## src/rtl/window_slide_pkg.sv

```systemverilog
// Shared types and helpers for the sliding-window result path:
// the writer FSM state encoding and the output-dimension formula.
package window_slide_pkg;

  typedef enum logic [1:0] {
    ST_IDLE   = 2'd0,
    ST_ACCEPT = 2'd1,
    ST_WRITE  = 2'd2,
    ST_DONE   = 2'd3
  } state_t;

  function automatic int out_dim(input int img_len, input int kernel, input int stride);
    return (img_len - kernel) / stride + 1;
  endfunction

endpackage

```

## src/rtl/bit_packer.sv

```systemverilog
// Packs one-bit pixels LSB-first into a DATA_WIDTH word. o_word_next shows the
// word as it will look once the pixel currently on i_pix is loaded.
module bit_packer #(
  parameter int DATA_WIDTH = 8
) (
  input  logic                  clk,
  input  logic                  rst,
  input  logic                  i_clear,
  input  logic                  i_load,
  input  logic                  i_pix,
  output logic [DATA_WIDTH-1:0] o_word_next,
  output logic                  o_last_bit
);

  localparam int IDX_W = (DATA_WIDTH > 1) ? $clog2(DATA_WIDTH) : 1;

  logic [IDX_W-1:0]      r_idx;
  logic [DATA_WIDTH-1:0] r_pack;
  logic [DATA_WIDTH-1:0] w_word;

  always_comb begin
    w_word        = r_pack;
    w_word[r_idx] = i_pix;
  end

  assign o_word_next = w_word;
  assign o_last_bit  = (r_idx == IDX_W'(DATA_WIDTH - 1));

  // The index past the last bit is never used: a full word always goes
  // through WRITE, which clears the packer before the next load.
  always_ff @(posedge clk or posedge rst) begin
    if (rst) begin
      r_idx  <= '0;
      r_pack <= '0;
    end else if (i_clear) begin
      r_idx  <= '0;
      r_pack <= '0;
    end else if (i_load) begin
      r_idx  <= r_idx + IDX_W'(1);
      r_pack <= w_word;
    end else begin
      r_idx  <= r_idx;
      r_pack <= r_pack;
    end
  end

endmodule

```

## src/rtl/window_result_writer.sv

```systemverilog
// Collects one binary result pixel per window, packs them into RAM words and
// writes the whole output image starting at base_addr, one word per WRITE cycle.
module window_result_writer
  import window_slide_pkg::*;
#(
  parameter int DATA_WIDTH      = 8,
  parameter int DATA_ADDR_WIDTH = 10,
  parameter int IMAGE_ROW_LEN   = 32,
  parameter int IMAGE_COL_LEN   = 32,
  parameter int KERNEL_SIZE     = 3,
  parameter int STRIDE          = 1
) (
  input  logic                       clk,
  input  logic                       rst,
  input  logic                       start,
  input  logic [DATA_ADDR_WIDTH-1:0] base_addr,
  input  logic                       pix_in,
  input  logic                       pix_valid,
  output logic                       pix_ready,
  output logic [DATA_ADDR_WIDTH-1:0] ram_w_addr,
  output logic [DATA_WIDTH-1:0]      ram_w_data,
  output logic                       ram_w_wen,
  output logic                       busy,
  output logic                       done
);

  localparam int OUT_ROWS   = out_dim(IMAGE_ROW_LEN, KERNEL_SIZE, STRIDE);
  localparam int OUT_COLS   = out_dim(IMAGE_COL_LEN, KERNEL_SIZE, STRIDE);
  localparam int OUT_PIXELS = OUT_ROWS * OUT_COLS;
  localparam int OUT_WORDS  = (OUT_PIXELS + DATA_WIDTH - 1) / DATA_WIDTH;
  localparam int CNT_W      = $clog2(OUT_PIXELS + 1);

  if (KERNEL_SIZE > IMAGE_ROW_LEN || KERNEL_SIZE > IMAGE_COL_LEN ||
      longint'(OUT_WORDS) > (longint'(1) << DATA_ADDR_WIDTH)) begin : g_param_check
    $error("window_result_writer: kernel larger than image or output does not fit address space");
  end

  state_t                     r_state;
  state_t                     w_next_state;
  logic [CNT_W-1:0]           r_pix_cnt;
  logic [DATA_ADDR_WIDTH-1:0] r_addr;
  logic [DATA_WIDTH-1:0]      r_data;
  logic                       r_wen;
  logic                       r_done;

  logic                       w_xfer;
  logic                       w_last_pix;
  logic                       w_pass_done;
  logic                       w_pack_clear;
  logic                       w_last_bit;
  logic [DATA_WIDTH-1:0]      w_word_next;

  assign pix_ready    = (r_state == ST_ACCEPT);
  assign busy         = (r_state != ST_IDLE);
  assign w_xfer       = pix_valid && pix_ready;
  assign w_last_pix   = (r_pix_cnt == CNT_W'(OUT_PIXELS - 1));
  assign w_pass_done  = (r_pix_cnt == CNT_W'(OUT_PIXELS));
  assign w_pack_clear = ((r_state == ST_IDLE) && start) || (r_state == ST_WRITE);

  bit_packer #(
    .DATA_WIDTH (DATA_WIDTH)
  ) u_bit_packer (
    .clk         (clk),
    .rst         (rst),
    .i_clear     (w_pack_clear),
    .i_load      (w_xfer),
    .i_pix       (pix_in),
    .o_word_next (w_word_next),
    .o_last_bit  (w_last_bit)
  );

  always_comb begin
    w_next_state = r_state;
    case (r_state)
      ST_IDLE: begin
        if (start) w_next_state = ST_ACCEPT;
        else       w_next_state = ST_IDLE;
      end
      ST_ACCEPT: begin
        if (w_xfer && (w_last_bit || w_last_pix)) w_next_state = ST_WRITE;
        else                                      w_next_state = ST_ACCEPT;
      end
      ST_WRITE: begin
        if (w_pass_done) w_next_state = ST_DONE;
        else             w_next_state = ST_ACCEPT;
      end
      ST_DONE: w_next_state = ST_IDLE;
      default: w_next_state = ST_IDLE;
    endcase
  end

  always_ff @(posedge clk or posedge rst) begin
    if (rst) r_state <= ST_IDLE;
    else     r_state <= w_next_state;
  end

  // wen/done are registered from the next state so they line up exactly with
  // WRITE/DONE; data is captured only on the completing transfer so it stays stable.
  always_ff @(posedge clk or posedge rst) begin
    if (rst) begin
      r_pix_cnt <= '0;
      r_addr    <= '0;
      r_data    <= '0;
      r_wen     <= 1'b0;
      r_done    <= 1'b0;
    end else begin
      r_wen  <= (w_next_state == ST_WRITE);
      r_done <= (w_next_state == ST_DONE);
      if ((r_state == ST_IDLE) && start) begin
        r_addr    <= base_addr;
        r_pix_cnt <= '0;
      end else if (r_state == ST_WRITE) begin
        r_addr    <= r_addr + DATA_ADDR_WIDTH'(1);
      end else if (w_xfer) begin
        r_pix_cnt <= r_pix_cnt + CNT_W'(1);
      end else begin
        r_addr    <= r_addr;
        r_pix_cnt <= r_pix_cnt;
      end
      if (w_xfer && (w_next_state == ST_WRITE)) r_data <= w_word_next;
      else                                       r_data <= r_data;
    end
  end

  assign ram_w_addr = r_addr;
  assign ram_w_data = r_data;
  assign ram_w_wen  = r_wen;
  assign done       = r_done;

endmodule
```

## config.mk

```make
export PLATFORM = sky130hd
export DESIGN_NAME = window_result_writer
export DESIGN_NICKNAME = d
export VERILOG_FILES = /design/src/rtl/window_slide_pkg.sv /design/src/rtl/bit_packer.sv /design/src/rtl/window_result_writer.sv
export SDC_FILE = /design/constraint.sdc
export NUM_CORES = 1
export LEC_CHECK = 0
export ABC_AREA = 1
export BUFFER_PORTS_ARGS = -buffer_cell sky130_fd_sc_hd__buf_2
export CAP_MARGIN = 20
export CORE_MARGIN = 4
export CORE_UTILIZATION = 60
export CTS_CLUSTER_DIAMETER = 200
export DETAILED_ROUTE_END_ITERATION = 10
export PLACE_DENSITY = 0.88
export SLEW_MARGIN = 20
export SYNTH_ARGS = -nofsm -noshare
export SYNTH_HDL_FRONTEND = slang
export SYNTH_SLANG_ARGS = --single-unit
```

## constraint.sdc

```tcl
create_clock -name clk -period 3.5 [get_ports clk]
set_input_delay 0.35 -clock clk [delete_from_list [all_inputs] [get_ports clk]]
set_output_delay 0.35 -clock clk [all_outputs]
set_load 0.02 [all_outputs]
```

After elaboration in Yosys (flattened, before gate mapping):

Index checks and enable logic that the tools add are counted.

* word-level logic and storage cells: 51
* input port bits: 15
* bits in registers: 43
* output and inout port bits: 22

* add/sub/neg operators: 3
* equal/unequal tests: 9
* $lt $le $gt $ge: 2
* reductions and logical operators: 13
* multiplexer cells: 16

Operators by type and width (number)
* $mux 10: 5
* $add 10x1->10 const B: 2
* $eq 10x10->1 const B: 2
* $mux 8: 2
* $bwmux 8: 1
* $eq 2x2->1 const B: 4
* $pmux 2 s4: 1
* $reduce_bool 2->1: 4
* $mux 3: 2
* $logic_and 1x1->1: 5
* $lt 3x4->1 const B: 1
* $mux 2: 2
* $add 3x1->3 const B: 1
* $demux 1 s3: 1
* $eq 3x3->1 const B: 1
* $ge 3x1->1 const B: 1
* $eq 2x1->1 const B: 1
* $logic_not 2->1: 1
* $logic_or 1x1->1: 2
* $mux 1: 2
* $ne 2x2->1 const B: 1
* $reduce_and 2->1: 1

Longest topological paths before layout:

Gate-level depths: netlist of the first run.

* word-level depth: 7
* gate-level depth with buffers: 10
* depth with buffers taken out: 10

Hierarchy:

Synthesis of the first run repeated with hierarchy kept, for this count alone.

* cell total of the unflattened synthesis: 351
* area, all modules: 2523.7 um2

By module, submodules not included
* window_result_writer: area an instance 1790.5 um2, cells each 253, times used 1, sequential area each 800.8 um2
* bit_packer: area an instance 733.2 um2, cells each 98, times used 1, sequential area each 275.3 um2

Least setup slack after synthesis of the first run:

Ideal clock, no wire load.

* kind: reg2reg
* start: register r_addr[0], in the netlist ram_w_addr[0]
* end: register r_addr[6], in the netlist ram_w_addr[6]
* path buffers: 0
* setup time: 0.113 ns
* stages on the path, launching flop included: 11
* clock period less this slack: 1.459 ns
* required time: 3.387 ns
* arrival time: 1.347 ns
* slack: 2.041 ns
* cell sequence: dfrtp_1 ha_1 nand2_1 nor2_1 nand2_1 nor2_1 nand2_1 nand2_1 nand2_1 nand2_1 inv_1

* word-level cells in the longest chain between the ends: 3

Ends and longest elaborated chain
* start: declaration: line window_result_writer.sv:41 `logic [DATA_ADDR_WIDTH-1:0] r_addr;`
* start signal: assignment: line window_result_writer.sv:110 `r_addr <= base_addr;`
* start signal: assignment: line window_result_writer.sv:113 `r_addr <= r_addr + DATA_ADDR_WIDTH'(1);`
* start signal: assignment: line window_result_writer.sv:117 `r_addr <= r_addr;`
* $add 10x1->10: line window_result_writer.sv:113
* $mux 10: line window_result_writer.sv:112 `end else if (r_state == ST_WRITE) begin`
* $mux 10: line window_result_writer.sv:109 `if ((r_state == ST_IDLE) && start) begin`

No other way between the ends. The select of a mux whose other input is x is not followed.
A chain may end at the register's enable or synchronous reset.

Worst setup path after layout of the first run:

* start: register r_state[1]
* end: register u_bit_packer.r_idx[1]

* word-level cells in the longest chain between the ends: 4
* elaborated cells on any way between the ends: 8
* classes of those cells: eq/ne: 2; mux: 1; reduce/logical: 5

Ends and longest elaborated chain
* start: declaration: line window_result_writer.sv:38 `state_t r_state;`
* start signal: assignment: line window_result_writer.sv:94 `else r_state <= w_next_state;`
* $logic_not 2->1: line window_result_writer.sv:58 `assign w_pack_clear = ((r_state == ST_IDLE) && start) || (r_state == ST_WRITE);`
* $logic_and 1x1->1: line window_result_writer.sv:58
* $logic_or 1x1->1: line window_result_writer.sv:58
* $mux 3 or $reduce_bool 2->1 (tied branches)
* end signal: assignment: line bit_packer.sv:39 `r_idx <= r_idx + IDX_W'(1);`
* end signal: assignment: line bit_packer.sv:42 `r_idx <= r_idx;`
* end: declaration: line bit_packer.sv:17 `logic [IDX_W-1:0] r_idx;`

Parallel ways exist; a longest one is shown, timed or not.

==> results_dict.tcl, run 1 <==
set metrics [dict create \
    fmaxAchievable_mhz 468.5 \
    design.die.area_sq_um 5062 \
    reg2reg_slack_ps 1370 \
    clk_latency_worst_skew_pair_ps 300 \
    ir_drop_mv 0.4421 \
    post_cts_hold_buffer_count 0 \
    cp_slowest_cell "nand2_1" \
    ys_top_cells_by_area "dfrtp_1, nand2_1, inv_1" \
    finalCritPeriodShare 0.6098 \
    min-delay-path-class "input port to async pin" \
    instances_no_fill 401 \
    overflow 0 \
    cp_top_family "simple AND/OR/NAND/NOR gates" \
    skew_final_ps 9.301 \
    critPathLaunchType "flop" \
    wl_um 5310 \
    grt_first_pass_wirelength_um 9045 \
    syn-cell-area_sq_um 2392 \
    drtIter0Drc 199 \
    boundaryPins 37 \
    worstPathBufferInverterCount 1 \
    clk_transition_reported_paths_ps 80 \
    timing.critical_path.arrival_ps 2350 \
    detail-route-antenna-nets 0 \
    antenna_found_initial 0 \
    timing.final.setup_violations 0 \
    crit_fanout 22 \
    post_syn_area_per_cell_sq_um 7.571 \
    rr_worst_depth 6 \
    core_area_sq_um 3744 \
    place_inst 393 \
    reg_to_reg_end "u_bit_packer.r_idx[1]$_DFFE_PP0P_" \
    timing_worst_slew_pin_value_ps 700.2 \
    cap_viol_max_count 0 \
    synth_largest_type_area_fraction 0.4498 \
    die_width_um 71.15 \
    first_global_vias 2046 \
    rows 22 \
    syn-num-nets 336 \
    cts_made_buffers 5 \
    finalNetCount 372 \
    netlist.top_cell.by_area "dfrtp_1" \
    layout_cell_share_with_drive_strength_beyond_1 0.1586 \
    maximum_number_of_pins_on_one_net_before_global_route_repair 44 \
    synth-warning-count 0 \
    area_growth_pct 11.14 \
    clock-sinks 43 \
    slew_viol_final 0 \
    rsz0062_at_grt "false" \
    routed-via-count 2190 \
    path_class "flop to flop" \
    vias_per_cell 5.461 \
    cp_common_cell "nand2_1" \
    count_of_h_tree_levels_built_during_cts 2 \
    cts_tree "built" \
    synth_sequential_area_ratio 0.4498 \
    start_util 0.6390 \
    post_synth_num_cell_types 28 \
    io_buffer_count 36 \
    layout.core_utilization 0.7102 \
    postSynthCellCount 316 \
    r2r-start "r_state[1]$_DFF_PP0_" \
    cp_cell_sequence "nor2_1, nand2_1, nand2_1, inv_1, nand2_2, o21ai_0" \
    worst_setup_path_end_kind "flop" \
    worst_slew_margin_rel 0.5321 \
    final.setup.tns_ps 0 \
    run_status "finished, final reports clean" \
    globalplace.congestion 0.8869 \
    power.density_nw_per_um2 742.9 \
    final_hold_viol_count 0 \
    cts_root_buffer "clkbuf_8" \
    die-height_um 71.15 \
    cts.repair.resized 0 \
    drt_first_pass_iters 4 \
    required_ps 3710 \
    grtUsageTotal 0.2227 \
    detailedPlacementHpwl_um 3963 \
    num_antenna_cells 0 \
    final.min_clock_period_ps 2134 \
    remaining_drc_errors 0 \
    post-cts-setup-buffers 0 \
    ctsLongestPathBuffers 2 \
    route.detailed.wl_per_inst_um 13.24 \
    cellLeakagePower_nw 1.454 \
    number_of_storage_elements_in_the_synthesis_netlist 43 \
    crit_path_max_incr_delay_ps 520 \
]
cell usage in the layout, fill, tap and decap left out:
cell type | synthesis | routed
dfrtp_1 | 43 | 43
o31ai_1 | 2 | 2
a21oi_1 | 2 | 2
o211ai_1 | 1 | 1
buf_2 | 2 | 36
clkbuf_1 | 0 | 2
clkinv_2 | 0 | 1
nor2_1 | 17 | 17
clkbuf_8 | 0 | 5
nand2_1 | 94 | 94
a211oi_1 | 1 | 1
inv_1 | 50 | 50
o21ai_2 | 5 | 5
ha_1 | 5 | 5
o221ai_1 | 1 | 1
nor2_2 | 2 | 2
o22ai_1 | 6 | 6
nand3_1 | 27 | 27
o21bai_1 | 1 | 1
xnor2_1 | 1 | 1
inv_4 | 1 | 1
nand4_1 | 12 | 12
nor3b_1 | 1 | 1
o21ai_0 | 27 | 27
xor2_1 | 1 | 1
nand2_2 | 2 | 2
nand2_4 | 2 | 2
nor3_1 | 3 | 3
buf_4 | 4 | 1
nand3_2 | 1 | 1
tightest hold or removal path: stages:
cell and delay (ps):
buf_2 90, inv_1 40, buf_4 440
cell type report:
cell class	instances	area (sq um)
clock inverter	1	5.005
inverter	51	193.9
clock buffer	7	76.32
timing repair buffer	37	187.7
fill	319	1085
tap	48	60.06
multi-input combinational	214	1060
sequential	43	1076
cell families (layout without fill, tap and decap cells):
kind of cell | after synthesis | in the layout | share of synthesized area
adders and majority gates | 5 | 5 | 0.02615
DFF | 43 | 43 | 0.4498
and+or+nand+nor | 161 | 161 | 0.2955
xor gates and xnor gates | 2 | 2 | 0.007324
AOI/OAI and AO/OA | 46 | 46 | 0.1140
buffers and inverters | 59 | 96 | 0.1072
registers in the layout, summed over array words and instances, names as in the netlist:
name and cells:
r_pix_cnt 10, ram_w_addr 10, ram_w_data 8, u_bit_packer.r_pack 8, u_bit_packer.r_idx 3, r_state 2
done 1, ram_w_wen 1
stage by stage:
| step | total power (W) | hold slack [ps] | area [sq um] | setup WS, ps |
|---|---|---|---|---|
| final | 0.001975 | 169.2 | 2659 | 1366 |
| after global routing | 0.002131 | 240.2 | 2659 | 1120 |
| after CTS | 0.001976 | 197.1 | 2659 | 1364 |
| after detailed placement | 0.001668 | 471.7 | 2577 | 1376 |
| after global placement | 0.001617 | 460.4 | 2577 | 1482 |
| after floorplan | 0.001422 | 467.5 | 2392 | 2041 |
cells in the mapped netlist:
cell / n
nand2_2: 2
buf_4: 4
nor2_2: 2
nand2_4: 2
dfrtp_1: 43
inv_4: 1
nand3_1: 27
xor2_1: 1
a211oi_1: 1
nand2_1: 94
nand4_1: 12
o21bai_1: 1
a21oi_1: 2
buf_2: 2
o22ai_1: 6
nand3_2: 1
ha_1: 5
nor3_1: 3
o211ai_1: 1
o31ai_1: 2
o21ai_0: 27
o21ai_2: 5
o221ai_1: 1
inv_1: 50
buf_6: 2
xnor2_1: 1
nor2_1: 17
nor3b_1: 1
power by group:
part           internal [W]  switching [W]  total [W]
logic              0.000271       0.000569   0.000840
clock network      0.000140       0.000170   0.000311
registers          0.000663       0.000162   0.000824
worst max path at each step:
stage / start / endpoint / slack (ps) / depth (start not counted)
2_1_floorplan: ram_w_addr[0]$_DFFE_PP0N_ / ram_w_addr[6]$_DFFE_PP0N_ / 2040 / 10
3_3_place_gp: start / u_bit_packer.r_pack[2]$_DFFE_PP0P_ / 1480 / 6
3_5_place_dp: start / u_bit_packer.r_idx[1]$_DFFE_PP0P_ / 1380 / 6
4_1_cts: r_state[1]$_DFF_PP0_ / u_bit_packer.r_idx[1]$_DFFE_PP0P_ / 1360 / 6
5_1_grt: r_state[1]$_DFF_PP0_ / u_bit_packer.r_idx[1]$_DFFE_PP0P_ / 1120 / 6
6_report: r_state[1]$_DFF_PP0_ / u_bit_packer.r_idx[1]$_DFFE_PP0P_ / 1370 / 6
routing by layer:
metal  global-route usage  wire length [um]
met5                    0                 0
met1               0.2919              2311
met3              0.05256               351
met4              0.07098                77
met2               0.3643              2570
Note: power is estimated with default switching activity, not from simulation.
==> run 2: changes to the inputs <==
--- a/config.mk
+++ b/config.mk
@@ -9,10 +9,10 @@
 export BUFFER_PORTS_ARGS = -buffer_cell sky130_fd_sc_hd__buf_2
 export CAP_MARGIN = 20
 export CORE_MARGIN = 4
-export CORE_UTILIZATION = 60
+export CORE_UTILIZATION = 56
 export CTS_CLUSTER_DIAMETER = 200
 export DETAILED_ROUTE_END_ITERATION = 10
-export PLACE_DENSITY = 0.88
+export PLACE_DENSITY = 0.83
 export SLEW_MARGIN = 20
 export SYNTH_ARGS = -nofsm -noshare
 export SYNTH_HDL_FRONTEND = slang
==> constraint.sdc (replaced) <==
create_clock -name clk -period 2.16 [get_ports clk]
set_input_delay 0.216 -clock clk [delete_from_list [all_inputs] [get_ports clk]]
set_output_delay 0.216 -clock clk [all_outputs]
set_load 0.02 [all_outputs]
==> results_dict.tcl, run 2 (synthesis gave the netlist of run 1 again) <==
set metrics [dict create \
    clk_latency_worst_skew_pair_ps 290 \
    worst_slack_ps 480.7 \
    slew_viol_final 0 \
    rows 23 \
    timing.critical_path.arrival_ps 1850 \
    ir_drop_mv 0.6538 \
    die_width_um 73.36 \
    drtIter0Drc 243 \
    clock-sinks 43 \
    most-common-layout-cells "nand2_1, inv_1, dfrtp_1" \
    critPathLaunchType "flop" \
    path_class "flop to flop" \
    post-cts-setup-buffers 0 \
    grtUsageTotal 0.2146 \
    instances_no_fill 403 \
    nFillCells 345 \
    drt_first_pass_iters 4 \
    ctsLongestPathBuffers 2 \
    layout_cell_share_with_drive_strength_beyond_1 0.1615 \
    routed-via-count 2153 \
    r2r-start "r_state[1]$_DFF_PP0_" \
    final_common_cell "nand2_1" \
    post_dp_cell_area_sq_um 2595 \
    overflow 0 \
    cts_tree "built" \
    worst_slew_margin_rel 0.6439 \
    cts.repair.resized 0 \
    clk_transition_reported_paths_ps 70 \
    die-height_um 73.36 \
    min-delay-path-class "input port to async pin" \
    start_util 0.5896 \
    final.min_clock_period_ps 1679 \
    crit_path_start "r_state[1]$_DFF_PP0_" \
    detail-route-antenna-nets 0 \
    remaining_drc_errors 0 \
    fmaxAchievable_mhz 595.5 \
    detailedPlacementHpwl_um 3726 \
    area_growth_pct 11.51 \
    first_global_vias 2037 \
    finalCritPeriodShare 0.7774 \
    cts_made_buffers 5 \
    post_cts_hold_buffer_count 0 \
    final.setup.tns_ps 0 \
    worst_setup_path_end_kind "flop" \
    boundaryPins 37 \
    timing.final.setup_violations 0 \
    io_buffer_count 36 \
    place_inst 397 \
    core_area_sq_um 4058 \
    route.detailed.wl_per_inst_um 12.65 \
    design.die.area_sq_um 5382 \
    grt_first_pass_wirelength_um 8997 \
    num_antenna_cells 0 \
    count_of_h_tree_levels_built_during_cts 2 \
    run_status "finished, final reports clean" \
    wl_um 5099 \
    power.density_nw_per_um2 1178 \
    globalplace.congestion 0.9117 \
    cap_viol_max_count 0 \
    cts_root_buffer "clkbuf_8" \
    timing_worst_slew_pin_value_ps 534.2 \
    required_ps 2330 \
    cellLeakagePower_nw 1.458 \
    skew_final_ps 7.054 \
    rsz0062_at_grt "false" \
    maximum_number_of_pins_on_one_net_before_global_route_repair 44 \
    vias_per_cell 5.342 \
    crit_fanout 15 \
    antenna_found_initial 0 \
    worst_hold_slack_ps 45.80 \
    final_hold_viol_count 0 \
    finalNetCount 374 \
    place_worst_setup_slack_ps 512.6 \
    design_area_sq_um 2668 \
]
==> run 2: critical path: stages, from the launching register on <==
cell and delay [ps]:
dfrtp_1 400, nor2_1 140, nand2_1 300, buf_4 290, nand2_1 190, inv_1 110
nand2_1 70, o31ai_1 60
==> run 2: worst paths after layout <==
path | endpoint | slack, ps | cells past startpoint
max in group asynchronous | u_bit_packer.r_idx[1]$_DFFE_PP0P_ | 1740 | 3
hold / removal | ram_w_data[0]$_DFFE_PP0P_ | 50 | 3
setup reg to reg | r_pix_cnt[2]$_DFFE_PP0P_ | 480 | 7
setup / recovery | r_pix_cnt[2]$_DFFE_PP0P_ | 480 | 7
min in group clk | ram_w_addr[2]$_DFFE_PP0N_ | 140 | 3
hold reg to reg | ram_w_data[0]$_DFFE_PP0P_ | 470 | 2
==> run 2: layer usage <==
layer  vias to the layer above  track usage  wire (um)
li1                       1089            -          -
met1                       984       0.2921       2338
met2                        73       0.3456       2339
met3                         7      0.03283        366
met4                         0      0.08249         55
met5                         -            0          0
==> run 2: power breakdown <==
part           switching [W]  leakage [nW]  total (W)  internal (W)
registers           0.000260         0.555    0.00133       0.00107
logic               0.000895         0.866    0.00134      0.000447
clock network       0.000251        0.0371   0.000466      0.000216
total                0.00141          1.46    0.00314       0.00174
==> run 2: per-stage QoR <==
step	utilization	power, W
CTS	0.6574	0.003163
global placement	0.6395	0.002628
floorplan	-	0.002304
detailed placement	0.6395	0.002682
global route	0.6574	0.003418
finish	0.6574	0.003143
==> run 2: cell type report <==
type                            instances  area (sq um)  share of cell area
Sequential cell                        43          1076              0.4034
Multi-Input combinational cell        214          1060              0.3973
Timing Repair Buffer                   39         202.7             0.07598
Inverter                               51         193.9             0.07270
Clock buffer                            6         72.57             0.02720
Tap cell                               50         62.56             0.02345
==> run 3: changes to the inputs <==
==> constraint.sdc (replaced) <==
create_clock -name clk -period 1.59 [get_ports clk]
set_input_delay 0.159 -clock clk [delete_from_list [all_inputs] [get_ports clk]]
set_output_delay 0.159 -clock clk [all_outputs]
set_load 0.02 [all_outputs]
==> results_dict.tcl, run 3 (synthesis gave the netlist of run 1 again) <==
set metrics [dict create \
    final_common_cell "nand2_1" \
    nFillCells 327 \
    layout_cell_share_with_drive_strength_beyond_1 0.1928 \
    cts_tree "built" \
    slew_viol_final 0 \
    drtIter0Drc 177 \
    cts_made_buffers 5 \
    antenna_found_initial 0 \
    first_global_vias 2046 \
    grtUsageTotal 0.2172 \
    crit_path_start "r_state[1]$_DFF_PP0_" \
    drt_first_pass_iters 4 \
    overflow 0 \
    clock-sinks 43 \
    skew_final_ps 4.495 \
    wl_um 5380 \
    timing.critical_path.arrival_ps 1650 \
    timing.final.setup_violations 0 \
    maximum_number_of_pins_on_one_net_before_global_route_repair 44 \
    min-delay-path-class "input port to flop" \
    globalplace.congestion 0.9342 \
    most-common-layout-cells "nand2_1, inv_1, dfrtp_1" \
    required_ps 1780 \
    finalCritPeriodShare 0.9206 \
    crit_end "r_pix_cnt[2]$_DFFE_PP0P_" \
    critPathLaunchType "flop" \
    crit_fanout 8 \
    rr_worst_depth 6 \
    worst_hold_slack_ps 60.81 \
    fmaxAchievable_mhz 683.2 \
    grt_first_pass_wirelength_um 9080 \
    r2r-start "r_state[1]$_DFF_PP0_" \
    final.setup.tns_ps 0 \
    num_antenna_cells 0 \
    worst_slew_margin_rel 0.6416 \
    cellLeakagePower_nw 1.514 \
    final.min_clock_period_ps 1464 \
    final_hold_viol_count 0 \
    remaining_drc_errors 0 \
    die-height_um 73.36 \
    count_of_h_tree_levels_built_during_cts 2 \
    io_buffer_count 36 \
    vias_per_cell 5.262 \
    clk_latency_worst_skew_pair_ps 300 \
    ir_drop_mv 1.084 \
    die_width_um 73.36 \
    timing_worst_slew_pin_value_ps 537.6 \
    routed-via-count 2173 \
    area_growth_pct 16.42 \
    rsz0062_at_grt "false" \
    start_util 0.5896 \
    design.die.area_sq_um 5382 \
    finalNetCount 382 \
    core_area_sq_um 4058 \
    route.detailed.wl_per_inst_um 13.03 \
    reg2reg_slack_ps 130 \
    clk_transition_reported_paths_ps 80 \
    detailedPlacementHpwl_um 3731 \
    reg_to_reg_end "r_pix_cnt[2]$_DFFE_PP0P_" \
    ctsLongestPathBuffers 2 \
    boundaryPins 37 \
    worst_setup_path_end_kind "flop" \
    cap_viol_max_count 0 \
    power.density_nw_per_um2 1657 \
    run_status "finished, final reports clean" \
    detail-route-antenna-nets 0 \
    cts_root_buffer "clkbuf_8" \
    rows 23 \
    path_class "flop to flop" \
]
run 3: metrics by stage:
step           std cells  instance area, sq um  power, W  setup slack, ps    util
6_report             413                  2785  0.004616            126.3  0.6864
3_3_place_gp         402                  2633  0.003628            131.2  0.6488
3_5_place_dp         402                  2633  0.003677            84.80  0.6488
2_1_floorplan        316                  2392  0.003129            130.7       -
5_1_grt              413                  2785  0.004994            3.796  0.6864
4_1_cts              411                  2755  0.004582            10.30  0.6790
run 3: how the worst min path moves through the flow:
| stage | cells past startpoint | slack, ps | from | endpoint |
|---|---|---|---|---|
| after detailed placement | 3 | 320 | rst | ram_w_data[1]$_DFFE_PP0P_ |
| after global placement | 3 | 330 | rst | ram_w_wen$_DFF_PP0_ |
| after floorplan | 2 | 280 | base_addr[2] | ram_w_addr[2]$_DFFE_PP0N_ |
| final | 3 | 60 | base_addr[2] | ram_w_addr[2]$_DFFE_PP0N_ |
| after CTS | 3 | 50 | base_addr[2] | ram_w_addr[2]$_DFFE_PP0N_ |
| after global routing | 3 | 80 | base_addr[2] | ram_w_addr[2]$_DFFE_PP0N_ |
run 3: cell type report:
cell class              instances  area [sq um]  area share
clock buffers                   5         68.82     0.02471
clock inverters                 3         43.79     0.01572
inverters                      51         196.4     0.07053
multi-input cells             214          1072      0.3850
flip-flops and latches         43          1076      0.3863
well taps                      50         62.56     0.02246
repair buffers                 47         265.3     0.09524
run 3: timing repair:
item	4_1_cts	5_1_grt
gates resized for setup	0	5
setup buffers	0	2
hold buffers	1	0
endpoints found under the setup margin	0	9
hold endpoints to repair	32	0
run 3: metal layers:
| layer | wire [um] | global-route usage |
|---|---|---|
| met5 | 0 | 0 |
| met4 | 98 | 0.1046 |
| met3 | 259 | 0.03420 |
| met2 | 2477 | 0.3386 |
| met1 | 2544 | 0.2953 |
run 3: worst max-delay path: stages (launching register included):
cell and delay (ps):
dfrtp_1 410, nor2_2 190, nand2_2 200, nand2_1 260, inv_1 130, nand2_1 80
o31ai_1 70
run 3: report_power, final:
part | total (W) | internal (W) | switching, W
logic | 0.00197 | 0.000680 | 0.00129
clock network | 0.000867 | 0.000468 | 0.000399
registers | 0.00178 | 0.00146 | 0.000320
total | 0.00462 | 0.00261 | 0.00201
